--- src/rtl/seg_scan_ctrl.sv ---
// seg_scan_ctrl: multiplexed seven-segment scanner with a per-slot anti-ghost blank interval.
// Optional leading-zero blanking is compiled in when SEG_LZ_BLANK_EN is defined.

module seg_digit (
  input  logic [3:0] nib,
  input  logic       blank,
  output logic [6:0] seg_n
);
  logic [6:0] raw;

  always_comb begin
    raw = 7'h7F;
    case (nib)
      4'h0: raw = 7'h40;
      4'h1: raw = 7'h79;
      4'h2: raw = 7'h24;
      4'h3: raw = 7'h30;
      4'h4: raw = 7'h19;
      4'h5: raw = 7'h12;
      4'h6: raw = 7'h02;
      4'h7: raw = 7'h78;
      4'h8: raw = 7'h00;
      4'h9: raw = 7'h10;
      4'hA: raw = 7'h08;
      4'hB: raw = 7'h03;
      4'hC: raw = 7'h46;
      4'hD: raw = 7'h21;
      4'hE: raw = 7'h06;
      4'hF: raw = 7'h0E;
      default: raw = 7'h7F;
    endcase
  end

  assign seg_n = blank ? 7'h7F : raw;
endmodule

module seg_scan_ctrl #(
  parameter int NUM_DIGITS = 8,
  parameter int CLK_DIV    = 100000,
  parameter int BLANK_CYC  = 2
) (
  input  logic                              clk,
  input  logic                              rst_n,
  input  logic                              load,
  input  logic [4*NUM_DIGITS-1:0]           digits,
  input  logic [$clog2(NUM_DIGITS+1)-1:0]   num_act,
  input  logic [$clog2(NUM_DIGITS)-1:0]     dp_pos,
  input  logic                              dp_en,
  output logic [NUM_DIGITS-1:0]             an,
  output logic [NUM_DIGITS-1:0]             an_n,
  output logic [6:0]                        seg_n,
  output logic                              dp_n,
  output logic [$clog2(NUM_DIGITS)-1:0]     scan_idx,
  output logic                              frame_done
);
  localparam int NA_W  = $clog2(NUM_DIGITS+1);
  localparam int IDX_W = $clog2(NUM_DIGITS);
  localparam int PW    = $clog2(CLK_DIV);

  localparam logic [PW-1:0]   PRE_LAST   = PW'(CLK_DIV-1);
  localparam logic [PW-1:0]   BLANK_LAST = PW'((BLANK_CYC > 0) ? BLANK_CYC-1 : 0);
  localparam logic [NA_W-1:0] NA_MAX     = NA_W'(NUM_DIGITS);

  typedef enum logic [1:0] {IDLE, BLANK, SHOW} state_t;
  localparam state_t SLOT_ST = state_t'((BLANK_CYC == 0) ? SHOW : BLANK);

  typedef struct packed {
    logic [NUM_DIGITS-1:0][3:0] digits;
    logic [NA_W-1:0]            num_act;
    logic [IDX_W-1:0]           dp_pos;
    logic                       dp_en;
  } shadow_t;

  shadow_t          sh;
  state_t           state, state_d;
  logic [PW-1:0]    presc, bcnt, bcnt_d;
  logic [IDX_W-1:0] idx_d;
  logic             fd_d;
  logic             tick, showing, last_slot;

  // Shadow capture; out-of-range active counts saturate to the physical digit count
  always_ff @(posedge clk or negedge rst_n) begin
    if (!rst_n) begin
      sh <= '0;
    end else if (load) begin
      sh.digits  <= digits;
      sh.num_act <= (num_act > NA_MAX) ? NA_MAX : num_act;
      sh.dp_pos  <= dp_pos;
      sh.dp_en   <= dp_en;
    end
  end

  assign tick = (presc == PRE_LAST);

  always_ff @(posedge clk or negedge rst_n) begin
    if (!rst_n) presc <= '0;
    else        presc <= tick ? '0 : presc + PW'(1);
  end

  // >= rather than == so a shrunken num_act forces a wrap instead of running on
  assign last_slot = (NA_W'(scan_idx) + NA_W'(1)) >= sh.num_act;

  always_comb begin
    state_d = state;
    idx_d   = scan_idx;
    bcnt_d  = bcnt;
    fd_d    = 1'b0;
    case (state)
      IDLE: begin
        if (tick && sh.num_act != '0) begin
          idx_d   = '0;
          bcnt_d  = '0;
          state_d = SLOT_ST;
        end
      end
      BLANK: begin
        if (bcnt == BLANK_LAST) state_d = SHOW;
        else                    bcnt_d  = bcnt + PW'(1);
      end
      SHOW: begin
        if (tick) begin
          bcnt_d = '0;
          if (sh.num_act == '0) begin
            idx_d   = '0;
            state_d = IDLE;
          end else if (last_slot) begin
            idx_d   = '0;
            fd_d    = 1'b1;
            state_d = SLOT_ST;
          end else begin
            idx_d   = scan_idx + IDX_W'(1);
            state_d = SLOT_ST;
          end
        end
      end
      default: state_d = IDLE;
    endcase
  end

  always_ff @(posedge clk or negedge rst_n) begin
    if (!rst_n) begin
      state      <= IDLE;
      scan_idx   <= '0;
      bcnt       <= '0;
      frame_done <= 1'b0;
    end else begin
      state      <= state_d;
      scan_idx   <= idx_d;
      bcnt       <= bcnt_d;
      frame_done <= fd_d;
    end
  end

  logic [NUM_DIGITS-1:0] lz_blank;

`ifdef SEG_LZ_BLANK_EN
  // zero_above[i]: every shadow digit from i upward is zero
  logic [NUM_DIGITS:1] zero_above;
  assign zero_above[NUM_DIGITS] = 1'b1;
  assign lz_blank[0] = 1'b0;
  for (genvar i = 1; i < NUM_DIGITS; i++) begin : g_lz
    assign zero_above[i] = zero_above[i+1] & ~(|sh.digits[i]);
    assign lz_blank[i]   = zero_above[i] && (NA_W'(i) < sh.num_act) &&
                           (!sh.dp_en || (IDX_W'(i) > sh.dp_pos));
  end
`else
  assign lz_blank = '0;
`endif

  logic [NUM_DIGITS-1:0][6:0] lane_seg;

  for (genvar i = 0; i < NUM_DIGITS; i++) begin : g_lane
    seg_digit u_dig (
      .nib   (sh.digits[i]),
      .blank (lz_blank[i]),
      .seg_n (lane_seg[i])
    );
  end

  assign showing = (state == SHOW);
  assign an      = showing ? (NUM_DIGITS'(1) << scan_idx) : '0;
  assign an_n    = ~an;
  assign seg_n   = showing ? lane_seg[scan_idx] : 7'h7F;
  assign dp_n    = ~(showing && sh.dp_en && (sh.dp_pos == scan_idx));
endmodule

--- config.mk ---
export PLATFORM = sky130hd
export DESIGN_NAME = seg_scan_ctrl
export DESIGN_NICKNAME = d
export VERILOG_FILES = /design/src/rtl/seg_scan_ctrl.sv
export SDC_FILE = /design/constraint.sdc
export NUM_CORES = 1
export LEC_CHECK = 0
export CAP_MARGIN = 20
export CORE_UTILIZATION = 52
export CTS_CLUSTER_DIAMETER = 100
export CTS_CLUSTER_SIZE = 14
export DETAILED_ROUTE_END_ITERATION = 8
export PLACE_DENSITY_LB_ADDON = 0.05
export SYNTH_ARGS = -nofsm -noshare
export SYNTH_HDL_FRONTEND = slang
export SYNTH_SLANG_ARGS = --single-unit
--- constraint.sdc ---
create_clock -name clk -period 2.9 [get_ports clk]
set_clock_uncertainty 0.1 [all_clocks]
set_input_delay 0.58 -clock clk [delete_from_list [all_inputs] [get_ports clk]]
set_output_delay 0.58 -clock clk [all_outputs]
set_load 0.02 [all_outputs]
==> metrics.log <==
INFO  metric run_status = complete, but fails checks
INFO  metric violations_in_the_final_reports = setup timing
INFO  metric static-leakage-power = 3.779 nW
INFO  metric clock-sinks = 80
INFO  metric placedInstanceArea = 7701 µm²
INFO  metric initial_utilization = 53.73%
INFO  metric clockRootBuffer = clkbuf_16
INFO  metric insertion_delay = 0.35 ns
INFO  metric rr_worst_depth = 9
INFO  metric finalSetupViolCount = 5
INFO  metric yosys-top-cells-count = dfrtp_1, ha_1, nand2_1
INFO  metric grt_pass1_vias = 5554
INFO  metric maxSlewHeadroom = 55.83%
INFO  metric max_slew.worst_pin.slew = 0.6536 ns
INFO  metric synth_top_area_share = 32.49%
INFO  metric detail_route.drc_violations = 0
INFO  metric worst_hold_path_type = in -> async
INFO  metric tritoncts = yes
INFO  metric syn_area_cell = 9.449 µm²
INFO  metric synth_cells = 652
INFO  metric clock.fmax = 319.6 MHz
INFO  metric coreArea = 11470 µm²
INFO  metric cts_max_path_buffers = 2
INFO  metric die_w = 110.9 µm
INFO  metric wl_per_cell = 17.02 µm
INFO  metric drt_first_iter_violations = 333
INFO  metric drt-total-wl = 16.23 mm
INFO  metric grt_pass1_wl = 27.04 mm
INFO  metric period_needed = 3.129 ns
INFO  metric yosysWarningCount = 0
INFO  metric synth_flop_cell = dfrtp_1
INFO  metric final_design_area_excluding_fillers = 8329 µm²
INFO  metric final_hpwl_from_detailed_placement = 11.88 mm
INFO  metric timing.critical_path.mode_cell = mux4_2
INFO  metric max_stage_delay = 0.51 ns
INFO  metric mappedNetlistNets = 756
INFO  metric worst_ep_arrival_time = 2.45 ns
INFO  metric finalHoldViolCount = 0
INFO  metric slowest_stage = mux4_2
INFO  metric die_area = 12290 µm²
INFO  metric critical_path.endpoint_type = output port
INFO  metric number_of_antenna_violations_at_the_first_check_in_global_routing = 0
INFO  metric syn2layout_area_growth = 35.19%
INFO  metric tritoncts.num_buffers = 9
INFO  metric post_drt_via_cell_ratio = 5.717
INFO  metric postRouteAntennaNets = 0
INFO  metric cp_class = reg -> out
INFO  metric design.final.nets = 910
INFO  metric htreeDepth = 3
INFO  metric synth_async_reset_ratio = 100.0%
INFO  metric max_transition_viols_final = 0
INFO  metric buffer_ports.inserted = 70
INFO  metric cell_with_the_most_instances_after_synthesis = dfrtp_1
INFO  metric max_cap_viol_count = 0
INFO  metric critical_path_peak_fanout = 3
INFO  metric rsz0062_at_grt = yes
INFO  metric postLayoutSetupSlackWorst = -0.2290 ns
INFO  metric yosys_register_bits = 80
INFO  metric rows = 39
INFO  metric power_density = 398.0 nW/µm²
INFO  metric worst_hold_margin = 0.1182 ns
INFO  metric drt-pass1-iter-count = 4
INFO  metric vdd.ir_drop.worst = 0.5416 mV
INFO  metric die_y_extent = 110.9 µm
INFO  metric clock_pin_slew_worst_setup_and_hold_paths = 0.07 ns
INFO  metric count_of_flip_flops_with_a_built_in_enable_after_synthesis = 0
INFO  metric drive_gt1_share = 30.33%
INFO  metric grt_remaining_overflow = 0
INFO  metric worstPathRequired = 2.22 ns
INFO  metric fin_crit_sh = 107.9%
INFO  metric vias = 5454
INFO  metric yosys.cell_types.count = 65
INFO  metric setup.worst_path.start_class = register
INFO  metric critical_path.cell_chain = buf_4 > ha_2 > mux4_2 > mux4_2 > nand2_1 > o311ai_1 > buf_2
INFO  metric antenna_cells_inserted = 0
INFO  metric mappedNetlistArea = 6161 µm²
INFO  metric all_layer_gr_usage = 27.48%
INFO  metric layout.cells.non_filler = 954
INFO  metric gp_routability_congestion = 0.8937
INFO  metric synthDominantAreaCellType = dfrtp_1
INFO  metric post_synth_main_area_contributors = dfrtp_1, ha_1, mux2_2
INFO  metric grt_start_max_net_pins = 43
INFO  metric design_power_total = 3.315 mW
INFO  metric design.portCount = 71
INFO  metric dp_cells = 933
INFO  metric preCtsSetupSlack = -0.3137 ns
INFO  metric ys_seq_area_share = 32.49%
## worst max-delay path, delay by kind of cell, from the launching register on
family / cells / cell delay (ns)
mux: 2 / 1.00
flops: 1 / 0.41
buf+inv: 2 / 0.33
fa+ha+maj: 1 / 0.19
compound gates: 1 / 0.09
simple gates: 1 / 0.08
## stage by stage
step           setup TNS, ns  util [%]
2_1_floorplan              0         -
3_3_place_gp         -0.9907     67.16
3_5_place_dp          -1.309     67.16
4_1_cts              -0.5797     71.27
5_1_grt              -0.9743     72.64
6_report             -0.5397     72.64
## layer usage
layer	global-route usage (%)	wire length, µm
met2	48.03	8110
met5	0	0
met3	5.686	666
met4	6.667	205
met1	34.63	7252
## registers in the layout, indices dropped and copies added, names as in the netlist
register / cells
sh: 40
frame_done: 1
presc: 17
bcnt: 17
state: 2
scan_idx: 3
## final timing paths
| check | from | slack [ns] | end |
|---|---|---|---|
| min in group clk | presc[16]$_DFF_PN0_ | 0.38 | presc[16]$_DFF_PN0_ |
| hold reg to reg | presc[16]$_DFF_PN0_ | 0.38 | presc[16]$_DFF_PN0_ |
| hold / removal | rst_n | 0.12 | sh[36]$_DFFE_PN0P_ |
| setup reg to reg | scan_idx[0]$_DFFE_PN0P_ | 0.19 | scan_idx[1]$_DFFE_PN0P_ |
| max in group asynchronous | rst_n | 1.96 | sh[27]$_DFFE_PN0P_ |
| setup / recovery | sh[16]$_DFFE_PN0P_ | -0.23 | seg_n[3] |
## power breakdown
group	internal (mW)	leakage (nW)	switching [mW]	total [mW]
clock	0.678	0.144	0.511	1.19
combinational	0.486	2.61	0.398	0.884
sequential	1.17	1.02	0.0743	1.24
total	2.33	3.78	0.983	3.32
## timing repair
action / CTS / global route
buffers inserted: 5 / 1
pin swaps: 18 / 14
gates resized for setup: 77 / 46
hold buffers: 0 / 0
setup endpoints to repair: 11 / 17
## final cells by class
cell class                      instances  area (µm²)
Clock inverter                          7       78.83
Clock buffer                            9       225.2
Multi-Input combinational cell        490        4053
Timing Repair Buffer                  180        1619
Fill cell                             852        3138
Sequential cell                        80        2004
Tap cell                              143       178.9
Inverter                               45       170.2
## layout by cell type (no fill, tap or decap), types with 15 or more instances in the layout
master | netlist | routed
ha_1 | 61 | 47
mux2i_1 | 30 | 30
nand2_1 | 57 | 57
inv_1 | 42 | 31
mux2_2 | 37 | 37
clkdlybuf4s50_1 | 0 | 53
nor2_1 | 41 | 39
buf_4 | 0 | 102
o21ai_0 | 51 | 46
dfrtp_1 | 80 | 78
nand3_1 | 16 | 15
## cells by family after synthesis
logic type	after synthesis	synth area share, %
and+or+nand+nor	185	15.07
AOI/OAI and AO/OA	148	16.13
buffers and inverters	82	5.707
DFF	80	32.49
muxes	78	15.66
adders and majority gates	61	12.39
xor gates and xnor gates	18	2.559
Note: power is estimated with default switching activity, not from simulation.
